$ cat src/rtl/lsu_if.sv
// lsu_if: pipeline-side and data-memory-side signals of the load/store unit.
//   Pipeline : in_valid/in_ready handshake, in_we, in_funct3, in_addr, in_wdata;
//              out_valid pulse with out_rdata/out_err.
//   Memory   : dmem_req/dmem_gnt request handshake, dmem_we, dmem_addr,
//              dmem_wstrb, dmem_wdata; dmem_rvalid/dmem_rdata response.
// slave  = the LSU side, master = pipeline + memory side (drivers of the LSU).
interface lsu_if #(
    parameter int DATAW = 32
);
    logic             in_valid;
    logic             in_ready;
    logic             in_we;
    logic [2:0]       in_funct3;
    logic [DATAW-1:0] in_addr;
    logic [DATAW-1:0] in_wdata;
    logic             out_valid;
    logic [DATAW-1:0] out_rdata;
    logic             out_err;
    logic             dmem_req;
    logic             dmem_we;
    logic [DATAW-1:0] dmem_addr;
    logic [3:0]       dmem_wstrb;
    logic [DATAW-1:0] dmem_wdata;
    logic             dmem_gnt;
    logic             dmem_rvalid;
    logic [DATAW-1:0] dmem_rdata;

    modport slave (
        input  in_valid, in_we, in_funct3, in_addr, in_wdata,
               dmem_gnt, dmem_rvalid, dmem_rdata,
        output in_ready, out_valid, out_rdata, out_err,
               dmem_req, dmem_we, dmem_addr, dmem_wstrb, dmem_wdata
    );

    modport master (
        output in_valid, in_we, in_funct3, in_addr, in_wdata,
               dmem_gnt, dmem_rvalid, dmem_rdata,
        input  in_ready, out_valid, out_rdata, out_err,
               dmem_req, dmem_we, dmem_addr, dmem_wstrb, dmem_wdata
    );
endinterface

$ cat src/rtl/lsu.sv
// lsu: RV32I load/store unit for the MEM stage.
// Ports:
//   clk   - rising-edge clock
//   rst_n - asynchronous active-low reset
//   bus   - lsu_if.slave: pipeline valid/ready op in, one-cycle completion
//           pulse out; data-memory req/gnt request and rvalid response.
// One op in flight at a time: IDLE -> REQ -> RESP -> DONE -> IDLE, or
// IDLE -> DONE directly for misaligned/illegal ops (no memory access).
// All outputs except in_ready are registered; in_ready is a decode of state.
module lsu #(
    parameter int DATAW = 32
) (
    input  logic  clk,
    input  logic  rst_n,
    lsu_if.slave  bus
);
    typedef enum logic [1:0] {IDLE, REQ, RESP, DONE} state_e;

    state_e           state_q, state_d;
    logic             we_q, we_d;
    logic [2:0]       f3_q, f3_d;
    logic [1:0]       off_q, off_d;
    logic             req_q, req_d;
    logic             dwe_q, dwe_d;
    logic [DATAW-1:0] daddr_q, daddr_d;
    logic [3:0]       strb_q, strb_d;
    logic [DATAW-1:0] dwdata_q, dwdata_d;
    logic             ovalid_q, ovalid_d;
    logic             oerr_q, oerr_d;
    logic [DATAW-1:0] ordata_q, ordata_d;

    // Accept-time legality and alignment check on the raw pipeline inputs.
    logic             acc_bad;
    logic [3:0]       st_strb;
    logic [DATAW-1:0] st_wdata;

    always_comb begin
        logic illegal, misal;
        if (bus.in_we)
            illegal = !(bus.in_funct3 inside {3'b000, 3'b001, 3'b010});
        else
            illegal = bus.in_funct3 inside {3'b011, 3'b110, 3'b111};
        misal = ((bus.in_funct3[1:0] == 2'b01) && bus.in_addr[0]) ||
                ((bus.in_funct3[1:0] == 2'b10) && (bus.in_addr[1:0] != 2'b00));
        acc_bad = illegal || misal;
    end

    // Store lanes: data is replicated so the strobes alone pick the lane.
    always_comb begin
        case (bus.in_funct3[1:0])
            2'b00: begin
                st_strb  = 4'b0001 << bus.in_addr[1:0];
                st_wdata = {4{bus.in_wdata[7:0]}};
            end
            2'b01: begin
                st_strb  = bus.in_addr[1] ? 4'b1100 : 4'b0011;
                st_wdata = {2{bus.in_wdata[15:0]}};
            end
            default: begin
                st_strb  = 4'b1111;
                st_wdata = bus.in_wdata;
            end
        endcase
    end

    // Load extraction from the returned word using the latched offset/funct3.
    logic [DATAW-1:0] ld_data;
    always_comb begin
        logic [7:0]  lane_b;
        logic [15:0] lane_h;
        lane_b = bus.dmem_rdata[8*off_q +: 8];
        lane_h = off_q[1] ? bus.dmem_rdata[31:16] : bus.dmem_rdata[15:0];
        case (f3_q)
            3'b000:  ld_data = {{(DATAW-8){lane_b[7]}}, lane_b};
            3'b100:  ld_data = {{(DATAW-8){1'b0}}, lane_b};
            3'b001:  ld_data = {{(DATAW-16){lane_h[15]}}, lane_h};
            3'b101:  ld_data = {{(DATAW-16){1'b0}}, lane_h};
            default: ld_data = bus.dmem_rdata;
        endcase
    end

    always_comb begin
        state_d  = state_q;
        we_d     = we_q;
        f3_d     = f3_q;
        off_d    = off_q;
        req_d    = req_q;
        dwe_d    = dwe_q;
        daddr_d  = daddr_q;
        strb_d   = strb_q;
        dwdata_d = dwdata_q;
        ovalid_d = 1'b0;
        oerr_d   = oerr_q;
        ordata_d = ordata_q;
        case (state_q)
            IDLE: begin
                if (bus.in_valid) begin
                    we_d  = bus.in_we;
                    f3_d  = bus.in_funct3;
                    off_d = bus.in_addr[1:0];
                    if (acc_bad) begin
                        state_d  = DONE;
                        ovalid_d = 1'b1;
                        oerr_d   = 1'b1;
                        ordata_d = '0;
                    end else begin
                        state_d  = REQ;
                        req_d    = 1'b1;
                        dwe_d    = bus.in_we;
                        daddr_d  = {bus.in_addr[DATAW-1:2], 2'b00};
                        strb_d   = bus.in_we ? st_strb : 4'b0000;
                        dwdata_d = bus.in_we ? st_wdata : '0;
                    end
                end
            end
            REQ: begin
                // rvalid in the gnt cycle belongs to nothing we issued; ignore it.
                if (bus.dmem_gnt) begin
                    state_d  = RESP;
                    req_d    = 1'b0;
                    dwe_d    = 1'b0;
                    daddr_d  = '0;
                    strb_d   = 4'b0000;
                    dwdata_d = '0;
                end
            end
            RESP: begin
                if (bus.dmem_rvalid) begin
                    state_d  = DONE;
                    ovalid_d = 1'b1;
                    oerr_d   = 1'b0;
                    ordata_d = we_q ? '0 : ld_data;
                end
            end
            default: state_d = IDLE;
        endcase
    end

    always_ff @(posedge clk or negedge rst_n) begin
        if (!rst_n) begin
            state_q  <= IDLE;
            we_q     <= 1'b0;
            f3_q     <= 3'b000;
            off_q    <= 2'b00;
            req_q    <= 1'b0;
            dwe_q    <= 1'b0;
            daddr_q  <= '0;
            strb_q   <= 4'b0000;
            dwdata_q <= '0;
            ovalid_q <= 1'b0;
            oerr_q   <= 1'b0;
            ordata_q <= '0;
        end else begin
            state_q  <= state_d;
            we_q     <= we_d;
            f3_q     <= f3_d;
            off_q    <= off_d;
            req_q    <= req_d;
            dwe_q    <= dwe_d;
            daddr_q  <= daddr_d;
            strb_q   <= strb_d;
            dwdata_q <= dwdata_d;
            ovalid_q <= ovalid_d;
            oerr_q   <= oerr_d;
            ordata_q <= ordata_d;
        end
    end

    assign bus.in_ready   = (state_q == IDLE);
    assign bus.out_valid  = ovalid_q;
    assign bus.out_err    = oerr_q;
    assign bus.out_rdata  = ordata_q;
    assign bus.dmem_req   = req_q;
    assign bus.dmem_we    = dwe_q;
    assign bus.dmem_addr  = daddr_q;
    assign bus.dmem_wstrb = strb_q;
    assign bus.dmem_wdata = dwdata_q;
endmodule
$ cat src/flat_wrapper.sv
// flat-port wrapper written by rule: the top's interface ports become plain ports
module lsu_flat 
#(
    parameter int DATAW = 32
)
  (clk, rst_n, bus_in_valid, bus_in_we, bus_in_funct3, bus_in_addr, bus_in_wdata, bus_dmem_gnt, bus_dmem_rvalid, bus_dmem_rdata, bus_in_ready, bus_out_valid, bus_out_rdata, bus_out_err, bus_dmem_req, bus_dmem_we, bus_dmem_addr, bus_dmem_wstrb, bus_dmem_wdata);
  lsu_if #(.DATAW(DATAW)) bus_i ();
  input  logic clk;
  input  logic rst_n;
  input wire logic [$bits(bus_i.in_valid)-1:0] bus_in_valid;
  input wire logic [$bits(bus_i.in_we)-1:0] bus_in_we;
  input wire logic [$bits(bus_i.in_funct3)-1:0] bus_in_funct3;
  input wire logic [$bits(bus_i.in_addr)-1:0] bus_in_addr;
  input wire logic [$bits(bus_i.in_wdata)-1:0] bus_in_wdata;
  input wire logic [$bits(bus_i.dmem_gnt)-1:0] bus_dmem_gnt;
  input wire logic [$bits(bus_i.dmem_rvalid)-1:0] bus_dmem_rvalid;
  input wire logic [$bits(bus_i.dmem_rdata)-1:0] bus_dmem_rdata;
  output wire logic [$bits(bus_i.in_ready)-1:0] bus_in_ready;
  output wire logic [$bits(bus_i.out_valid)-1:0] bus_out_valid;
  output wire logic [$bits(bus_i.out_rdata)-1:0] bus_out_rdata;
  output wire logic [$bits(bus_i.out_err)-1:0] bus_out_err;
  output wire logic [$bits(bus_i.dmem_req)-1:0] bus_dmem_req;
  output wire logic [$bits(bus_i.dmem_we)-1:0] bus_dmem_we;
  output wire logic [$bits(bus_i.dmem_addr)-1:0] bus_dmem_addr;
  output wire logic [$bits(bus_i.dmem_wstrb)-1:0] bus_dmem_wstrb;
  output wire logic [$bits(bus_i.dmem_wdata)-1:0] bus_dmem_wdata;
  assign bus_i.in_valid = bus_in_valid;
  assign bus_i.in_we = bus_in_we;
  assign bus_i.in_funct3 = bus_in_funct3;
  assign bus_i.in_addr = bus_in_addr;
  assign bus_i.in_wdata = bus_in_wdata;
  assign bus_i.dmem_gnt = bus_dmem_gnt;
  assign bus_i.dmem_rvalid = bus_dmem_rvalid;
  assign bus_i.dmem_rdata = bus_dmem_rdata;
  assign bus_in_ready = bus_i.in_ready;
  assign bus_out_valid = bus_i.out_valid;
  assign bus_out_rdata = bus_i.out_rdata;
  assign bus_out_err = bus_i.out_err;
  assign bus_dmem_req = bus_i.dmem_req;
  assign bus_dmem_we = bus_i.dmem_we;
  assign bus_dmem_addr = bus_i.dmem_addr;
  assign bus_dmem_wstrb = bus_i.dmem_wstrb;
  assign bus_dmem_wdata = bus_i.dmem_wdata;
  lsu #(.DATAW(DATAW)) u_core (.clk(clk), .rst_n(rst_n), .bus(bus_i));
endmodule
$ cat config.mk
export PLATFORM = sky130hd
export DESIGN_NAME = lsu_flat
export DESIGN_NICKNAME = d
export VERILOG_FILES = /design/src/rtl/lsu_if.sv /design/src/rtl/lsu.sv /design/src/flat_wrapper.sv
export SDC_FILE = /design/constraint.sdc
export NUM_CORES = 1
export LEC_CHECK = 0
export BUFFER_PORTS_ARGS = -buffer_cell sky130_fd_sc_hd__buf_2
export CORE_UTILIZATION = 37
export CTS_CLUSTER_DIAMETER = 100
export CTS_CLUSTER_SIZE = 24
export DETAILED_ROUTE_END_ITERATION = 7
export MAX_ROUTING_LAYER = met4
export SYNTH_ARGS = -nofsm -noshare
export SYNTH_HDL_FRONTEND = slang
export SYNTH_SLANG_ARGS = --single-unit
$ cat constraint.sdc
create_clock -name clk -period 2.76 [get_ports clk]
set_input_delay 0.138 -clock clk [delete_from_list [all_inputs] [get_ports clk]]
set_output_delay 0.138 -clock clk [all_outputs]
set_load 0.02 [all_outputs]
**Yosys cells after proc, flatten, opt, wreduce, memory -nomap -nowiden**

Cells that the tools add are included.

- Register bits after elaboration: 112
- Latch bits: 0
- Memory bits (writable): 0
- Bits in read-only memories: 0
- Bits of input ports: 105
- Output and inout bits: 105
- Word-level logic and storage cells: 93
- Memories kept: 0

- Add/sub/neg operators: 0
- Multipliers: 0
- Div/mod/pow operators: 0
- Order comparisons: 0
- Eq/ne operators: 17
- Shift-type cells: 2
- Mux-type cells: 44
- Bitwise logic cells: 0
- Reductions and logical operators: 18

Operator list:

| operator | number |
|---|---|
| 2-to-1 mux 32 bit | 10 |
| case mux 32 bit (2 select lines) | 4 |
| case mux 32 bit (4 select lines) | 1 |
| variable part select 32 x 6 -> 8 bit | 1 |
| 2-to-1 mux 4 bit | 5 |
| 2-to-1 mux 16 bit | 1 |
| case mux 4 bit (2 select lines) | 2 |
| == test 3 bit, second input constant | 4 |
| 2-to-1 mux 1 bit | 12 |
| 2-to-1 mux 2 bit | 4 |
| != test 2 bit, second input constant | 4 |
| case mux 1 bit (2 select lines) | 4 |
| AND reduction 4 bit | 2 |
| == test 3 x 1 -> 1 bit, second input constant | 2 |
| == test 3 x 2 -> 1 bit, second input constant | 2 |
| logical NOT 3 bit | 2 |
| case mux 2 bit (3 select lines) | 1 |
| nonzero test 2 bit | 3 |
| nonzero test 3 bit | 2 |
| == test 2 x 1 -> 1 bit, second input constant | 2 |
| == test 2 bit, second input constant | 2 |
| logical NOT 2 bit | 2 |
| << shifter 1 x 2 -> 4 bit, first input constant | 1 |
| AND reduction 3 bit | 1 |
| 5 further kinds | 7 |

**Longest topological paths before layout**

Gate-level depths: netlist of run 1.

- Depth after elaboration: 8
- Gate-level depth with buffers: 10
- Gate-level depth less buffers: 6

**Worst setup path after synthesis of run 1**

OpenSTA, ideal clock, no wires.

- Kind: reg2reg
- Start point: register u_core.state_q[0]
- End point: register u_core.daddr_q[12], in the netlist u_core.bus.dmem_addr[12]
- Setup time: 0.132 ns
- Data arrival time: 1.945 ns
- Required time: 2.628 ns
- Setup slack: 0.683 ns
- Stages on the path, launching flop included: 11
- Path buffers: 4
- Clock period less this slack: 2.077 ns
- Cell sequence: dfrtp_1 inv_1 ha_1 clkbuf_1 mux2i_1 a311o_1 buf_2 buf_4 buf_2 nand2_1 o21ai_1

- Cells in the longest elaborated chain, start to end: 3
- Elaborated cells on any way between the ends: 8
- Those cells by class: eq/ne (4); mux (1); reduce/logical (3)

Ends and longest elaborated chain:

| element | line | source |
|---|---|---|
| from (decl) | lsu.sv:19 | `state_e state_q, state_d;` |
| from (signal assigned) | lsu.sv:154 | `state_q <= state_d;` |
| logical NOT 2 bit (*) | n/a |  |
| net bus_in_ready | flat_wrapper.sv:18 | `output wire logic [$bits(bus_i.in_ready)-1:0] bus_in_ready;` |
| != test 2 bit (no source line) or nonzero test 2 bit (tied branches) | n/a |  |
| AND reduction 4 bit (no source line) | n/a |  |
| to (signal assigned) | lsu.sv:160 | `daddr_q <= daddr_d;` |
| to (decl) | lsu.sv:25 | `logic [DATAW-1:0] daddr_q, daddr_d;` |

Mark *: on every way through the listed nets, which the timed path passes. The rest lies on a longest branch.
A chain may end at the register's enable or synchronous reset.

**Worst setup path after layout of run 1**

- Start point: register u_core.state_q[0]
- End point: register u_core.daddr_q[3], in the netlist u_core.bus.dmem_addr[3]

- Cells in the longest elaborated chain, start to end: 3
- Elaborated cells on any way between the ends: 8
- Those cells by class: eq/ne (4); mux (1); reduce/logical (3)

Ends and longest elaborated chain:

| element | line | source |
|---|---|---|
| == test 2 x 1 -> 1 bit or logical NOT 2 bit (tied branches) | lsu.sv:95 | `case (state_q)` |
| != test 2 bit (no source line) or nonzero test 2 bit (tied branches) | n/a |  |
| AND reduction 4 bit (no source line) | n/a |  |

Parallel ways exist; a longest one is shown, timed or not.

==> results of run 1 <==
registers in the layout (all words and copies together), names as in the netlist:
name and flops:
u_core.we_q 1, u_core.bus.dmem_we 1, u_core.bus.out_err 1, u_core.bus.out_valid 1, u_core.bus.dmem_wstrb 4, u_core.bus.dmem_req 1
u_core.f3_q 3, u_core.off_q 2, u_core.bus.dmem_addr 30, u_core.bus.dmem_wdata 32, u_core.state_q 2, u_core.bus.out_rdata 32
synth_stat cells (all sizes together), types with 3 or more instances:
cell type  number  area, sq um
dfrtp         110         2750
nand2          81          304
o21ai          78          390
nand2b         44          275
a21oi          30          150
o31ai          30          225
clkbuf         28          105
mux2i          27          270
nor2           19         71.3
buf            14         81.3
mux2           14          158
a22o            8         70.1
a32o            7         70.1
inv             5         18.8
nor2b           5         31.3
o22ai           5         31.3
ha              4         50.1
a222oi          3         30.0
nor3            3         15.0
o2bb2ai         3         26.3
or2             3         18.8
logic make-up after synthesis:
logic type                 synth area share, %
AOI/OAI and AO/OA                         20.1
and+or+nand+nor                           14.2
adders and majority gates                0.949
other                                   0.0711
DFF                                       52.2
buffers and inverters                     3.89
muxes                                     8.54
worst max-delay path, stage by stage (launching register included):
cell     delay, ns
dfrtp_1       0.40
inv_1         0.11
ha_1          0.30
mux2i_1       0.24
a311o_2       0.13
buf_4         0.73
o21ai_0       0.22
power by group through the flow:
stage	clock network, uW	registers [uW]	logic (uW)
finish	1320	2710	3680
global route	1430	2800	4080
CTS	1360	2710	3720
detailed placement	0	2730	3720
global placement	0	2710	3640
floorplan	0	3390	1780
metal layers:
layer / vias up / routed length [microns] / GRT usage [%]
li1: 2261 / - / -
met1: 2336 / 6660 / 27.8
met2: 186 / 7480 / 35.7
met3: 24 / 1140 / 6.77
met4: 0 / 257 / 6.25
met5: - / 0 / -
path summary, 6_finish.rpt:
| kind | slack, ns | start | endpoint |
|---|---|---|---|
| hold / removal | 0.03 | bus_in_addr[23] | u_core.bus.dmem_addr[23] |
| max in group asynchronous | 1.46 | rst_n | u_core.bus.dmem_addr[12] |
| setup reg to reg | 0.44 | u_core.state_q[0] | u_core.bus.dmem_addr[3] |
| setup / recovery | 0.44 | u_core.state_q[0] | u_core.bus.dmem_addr[3] |
| hold reg to reg | 0.47 | u_core.bus.dmem_wdata[21] | u_core.bus.dmem_wdata[21] |
| min in group asynchronous | 0.41 | rst_n | u_core.bus.out_rdata[10] |
through the flow:
stage          setup slack (ns)  instance area [sq um]  utilization [%]  hold slack, ns
2_1_floorplan             0.683                   5280                -          -0.158
3_3_place_gp              0.555                   6460             46.5           0.270
3_5_place_dp              0.431                   6460             46.5           0.271
4_1_cts                   0.421                   6770             48.8          0.0135
5_1_grt                   0.189                   6770             48.8          0.0299
6_report                  0.436                   6780             48.8          0.0273
cell type report:
type | count | area share (%)
tap | 180 | 3.32
sequential | 110 | 40.6
multi-input combinational | 380 | 34.3
timing repair buffer | 222 | 17.0
inverter | 5 | 0.277
clock buffer | 12 | 3.79
clock inverter | 3 | 0.646
antenna | 2 | 0.0739
repair_timing:
action                    CTS  global route
resized for setup           0             0
hold buffers                1             0
hold endpoints to repair   57             0
placed cells by master (no fill, tap or decap), types with 2 or more instances in the layout:
cell type,netlist,layout
buf_2,8,206
dfrtp_1,110,110
nand2_1,81,81
o21ai_0,57,57
nand2b_1,44,44
a21oi_1,30,30
o31ai_1,30,30
mux2i_1,27,27
o21ai_1,21,21
nor2_1,19,19
buf_4,3,15
mux2_2,14,14
clkbuf_16,0,9
a22o_1,8,8
a32o_1,7,7
inv_1,5,5
nor2b_1,5,5
o22ai_1,5,5
ha_1,4,4
nor3_1,3,3
or2_2,3,3
a222oi_1,3,3
o2bb2ai_1,3,3
diode_2,0,2
conb_1,1,2
clkbuf_8,0,2
==> summary.txt, run 1 <==
status: finished, final reports clean
CORE AREA: 0.0139 sq mm
Setup TNS: 0 ns
fraction of layout cells with a size suffix above 1: 35.0%
clock buffer depth: 2
Max Transition Viols Final: 0
relative slew slack: 30.7%
Fin. Hold Viols: 0
Clk network pwr share: 17.2%
Final ANT Viol Nets: 0
Seq/Total Area, Yosys: 52.2%
post-CTS setup buffers: 0
Clock Latency Late Sink: 0.35 ns
chip width: 121 microns
crit start category: register
CP max FO: 107
DRC errors left: 0
First DRT Iteration DRCs: 317
drt pass-1 iters: 7
IO Pins: 210
CTS sink cnt: 110
wire per inst: 17.0 microns
Cell variety after synth: 40
Slew @ Worst Pin: 1.04 ns
total internal power: 4360 uW
Lkg Pwr: 0.00350 uW
syn avg cell area: 9.84 sq um
# setup viols final: 0
placed cells: 896
multi-input logic area: 0.00232 sq mm
routed vias/inst: 5.26
flops & latches, synth: 110
vias in the first global route: 4657
initial antenna violation count: 1
total power: 7720 uW
Sequential Area: 0.00275 sq mm
Net Switching: 3350 uW
sequential share of power: 35.1%
largest net degree at the start of global routing: 108
CTS tree: yes
unrepaired setup endpoints after global routing: no
synth-to-layout area growth: 28.5%
Die H: 121 microns
Yosys warnings: 0
fin crit period: 2.32 ns
Arr. time, crit path: 2.51 ns
Async SR Flop Fraction: 100%
final WL: 15500 microns
hpwl dp: 11600 microns
Post-Syn Area: 0.00527 sq mm
die footprint: 0.0147 sq mm
Critical Path End Type: register
global-route wire length before repair: 24700 microns
Port Buffers: 207
clock transition at the registers of the reported paths: 0.07 ns
WHS Path Cells: 3
H-tree level count: 3
Final #Nets: 837
Initial Util: 38.0%
depth of the most critical reg-to-reg path: 6
maximum clock rate: 0.430 GHz
RD Place Congestion: 0.871
HP Class: primary input to register
part of the cycle the worst path needs: 84.2%
Post-synth EDFFs: 0
Mapped Cells: 536
Max Cap Viol: 0
row cnt: 43
vias: 4807
grt ovf: 0
Setup Skew: 0.00657 ns
All-Layer GR Usage: 22.5%
Sw Share: 43.4%
Num CTS Buffers: 9
Most used DFF post-synth: dfrtp_1
Root Buffer: clkbuf_16
non-filler instance count after layout: 914
Fill cells: 1376
Peak VDD IR: 0.569 mV
CP required: 2.95 ns
Power Dens Cells: 1140 mW/mm^2
Comb power frac: 47.7%
Setup CP Type: register to register
(Power assumes the default switching activity.)
==> run 2, diff against run 1 <==
--- a/config.mk
+++ b/config.mk
@@ -5,6 +5,7 @@
 export SDC_FILE = /design/constraint.sdc
 export NUM_CORES = 1
 export LEC_CHECK = 0
+export ABC_AREA = 1
 export BUFFER_PORTS_ARGS = -buffer_cell sky130_fd_sc_hd__buf_2
 export CORE_UTILIZATION = 37
 export CTS_CLUSTER_DIAMETER = 100
==> constraint.sdc (replaced) <==
create_clock -name clk -period 2.19 [get_ports clk]
set_input_delay 0.1095 -clock clk [delete_from_list [all_inputs] [get_ports clk]]
set_output_delay 0.1095 -clock clk [all_outputs]
set_load 0.02 [all_outputs]
==> summary.txt, run 2 <==
status: finished, final reports clean
synth-to-layout area growth: 31.7%
relative slew slack: 63.3% (+33 points)
chip width: 124 microns (+2.3%)
Final ANT Viol Nets: 0 (unchanged)
Max Transition Viols Final: 0 (unchanged)
H-tree level count: 3 (unchanged)
WHS Path Cells: 3 (unchanged)
commonest non-fill, non-tap cell in the layout: nand2_1
flops & latches, synth: 110 (unchanged)
RD Place Congestion: 0.908 (+4.2%)
part of the cycle the worst path needs: 87.9% (+3.7 points)
Crit-path slowest cell: dfrtp_1
Clock Latency Late Sink: 0.36 ns (about the same)
Max Cap Viol: 0 (unchanged)
HP Class: primary input to register
delay-heaviest family, CP: simple AND/OR/NAND/NOR gates
Buffers & Inverters on Critical Path: 1 (-1)
Die H: 124 microns (+2.3%)
wire per inst: 14.4 microns (-15%)
Lkg Pwr: 0.00421 uW (+20%)
syn avg cell area: 7.50 sq um (-24%)
Seq/Total Area, Yosys: 49.8% (-2.4 points)
DRC errors left: 0 (unchanged)
CTS sink cnt: 110 (unchanged)
unrepaired setup endpoints after global routing: no
final WL: 16600 microns (+6.9%)
First DRT Iteration DRCs: 289 (-8.8%)
critical path depth: 9 (+3)
Post-Syn Area: 0.00553 sq mm (+4.8%)
Mapped Cells: 737 (+38%)
commonest cells after routing, fill and taps aside: nand2_1 (332), buf_2 (206), dfrtp_1 (110)
post-CTS setup buffers: 0 (unchanged)
Most used DFF post-synth: dfrtp_1
top cell type's share of synthesized area: 49.8% (-2.4 points)
row cnt: 44 (+2.3%)
grt ovf: 0 (unchanged)
Root Buffer: clkbuf_16
post-synth top area cell: dfrtp_1
worst path cell trace: inv_1 -> ha_1 -> nand2_1 -> o21ai_1 -> nor2_4 -> nand2_4 -> nor2_1 -> nand3_1 -> nand2_1
Cell variety after synth: 33 (-18%)
initial antenna violation count: 1 (unchanged)
Async SR Flop Fraction: 100% (unchanged)
maximum clock rate: 0.520 GHz (+21%)
# setup viols final: 0 (unchanged)
clock transition at the registers of the reported paths: 0.08 ns (about the same)
Post-synth EDFFs: 0 (unchanged)
Setup TNS: 0 ns (unchanged)
most common cell in the netlist: nand2_1
vias in the first global route: 5371 (+15%)
Setup Skew: 0.0124 ns (+0.00583 ns)
hpwl dp: 11700 microns (+1.2%)
CP max FO: 36 (-66%)
global-route wire length before repair: 26900 microns (+8.9%)
All-Layer GR Usage: 22.6% (+0.086 points)
Slew @ Worst Pin: 0.550 ns (-0.486 ns)
Num CTS Buffers: 9 (unchanged)
routed vias/inst: 4.76 (-9.5%)
Final #Nets: 1069 (+28%)
largest net degree at the start of global routing: 69 (-36%)
depth of the most critical reg-to-reg path: 9 (+3)
CTS tree: yes
fin crit period: 1.92 ns (-0.399 ns)
Power Dens Cells: 1430 mW/mm^2 (+25%)
Port Buffers: 207 (unchanged)
top cells by area, synth: dfrtp_1 (50%), nand2_1 (23%), nor2_1 (5.6%)
cell mode on critical path: nand2_1
setup ws final: 0.266 ns (-0.171 ns)
delay of the slowest critical-path stage: 0.38 ns (-0.35 ns)
Initial Util: 38.0% (about the same)
fraction of layout cells with a size suffix above 1: 26.3% (-8.7 points)
CORE AREA: 0.0145 sq mm (+4.7%)
Post-synth top cells: nand2_1 (332), dfrtp_1 (110), nor2_1 (83)
crit start category: register
die footprint: 0.0154 sq mm (+4.7%)
Peak VDD IR: 0.732 mV (+29%)
vias: 5474 (+14%)
Arr. time, crit path: 2.22 ns (-0.29 ns)
CP required: 2.49 ns (-0.46 ns)
Setup CP Type: register to register
Fin. Hold Viols: 0 (unchanged)
worst slack, placed: 0.214 ns (-0.216 ns)
Critical Path End Type: register
Yosys warnings: 0 (unchanged)
IO Pins: 210 (unchanged)
clock buffer depth: 2 (unchanged)
drt pass-1 iters: 5 (-2)
## run 2: metal layers
layer | global-route usage, % | share of wire [%] | wire (microns)
met5 | - | 0 | 0
met4 | 7.73 | 2.0 | 327
met3 | 6.38 | 7.1 | 1180
met2 | 34.4 | 46 | 7640
met1 | 28.9 | 45 | 7460
## run 2: through the flow
step | power (uW) | cell area (sq um) | utilization, % | cells | hold slack [ns]
2_1_floorplan | 7230 | 5530 | - | 738 | -0.186
3_3_place_gp | 8690 | 6660 | 45.8 | 1101 | 0.0635
3_5_place_dp | 8740 | 6660 | 45.8 | 1101 | 0.0669
4_1_cts | 10500 | 7270 | 50.0 | 1149 | 0.0191
5_1_grt | 11300 | 7280 | 50.1 | 1150 | 0.0328
6_report | 10400 | 7280 | 50.1 | 1150 | 0.0274
## run 2: worst register-to-register path: cells and delay by family (launching register included)
family	cells	cell delay, ns
fa+ha+maj	1	0.28
flops	1	0.38
buf+inv	1	0.08
simple gates	6	1.02
compound gates	1	0.10
## run 2: final cells by class
type | count | area (sq um)
clock buffers | 10 | 239
repair buffers | 248 | 1450
multi-input cells | 562 | 2430
diodes | 1 | 2.50
fillers | 1509 | 7260
inverters | 29 | 114
well taps | 184 | 230
clock inverters | 6 | 55.1
flip-flops and latches | 110 | 2750
## run 2: path summary, 6_finish.rpt
check / start / to / slack [ns]
max in group asynchronous: rst_n / u_core.bus.dmem_addr[12] / 1.26
worst max-delay path: u_core.state_q[0] / u_core.bus.out_rdata[6] / 0.27
worst max register to register: u_core.state_q[0] / u_core.bus.out_rdata[6] / 0.27
min in group asynchronous: rst_n / u_core.bus.out_rdata[14] / 0.23
worst min register to register: u_core.bus.dmem_wstrb[2] / u_core.bus.dmem_wstrb[2] / 0.48
worst min-delay path: bus_in_wdata[5] / u_core.bus.dmem_wdata[5] / 0.03
## run 2: power breakdown
part / switching (uW) / leakage [uW] / internal (uW)
clock network: 820 / 0.000142 / 823
logic: 3740 / 0.00263 / 1670
registers: 465 / 0.00144 / 2850
## run 2: kinds of logic (layout without fill, tap and decap cells)
logic type	count (synthesis)	after routing	share of synthesized area (%)
AND/OR/NAND/NOR	491	491	36.4
adder cells (fa/ha/maj)	4	4	0.906
AO/OA/AOI/OAI	64	64	6.38
buffers and inverters	66	293	6.27
other	1	3	0.0679
multiplexers	1	1	0.204
flip-flops	110	110	49.8
## run 2: what timing repair did
action | in CTS | in global routing
hold endpoints to repair | 56 | 0
resized for setup | 0 | 2
setup endpoints to repair | 0 | 2
hold buffers | 32 | 0
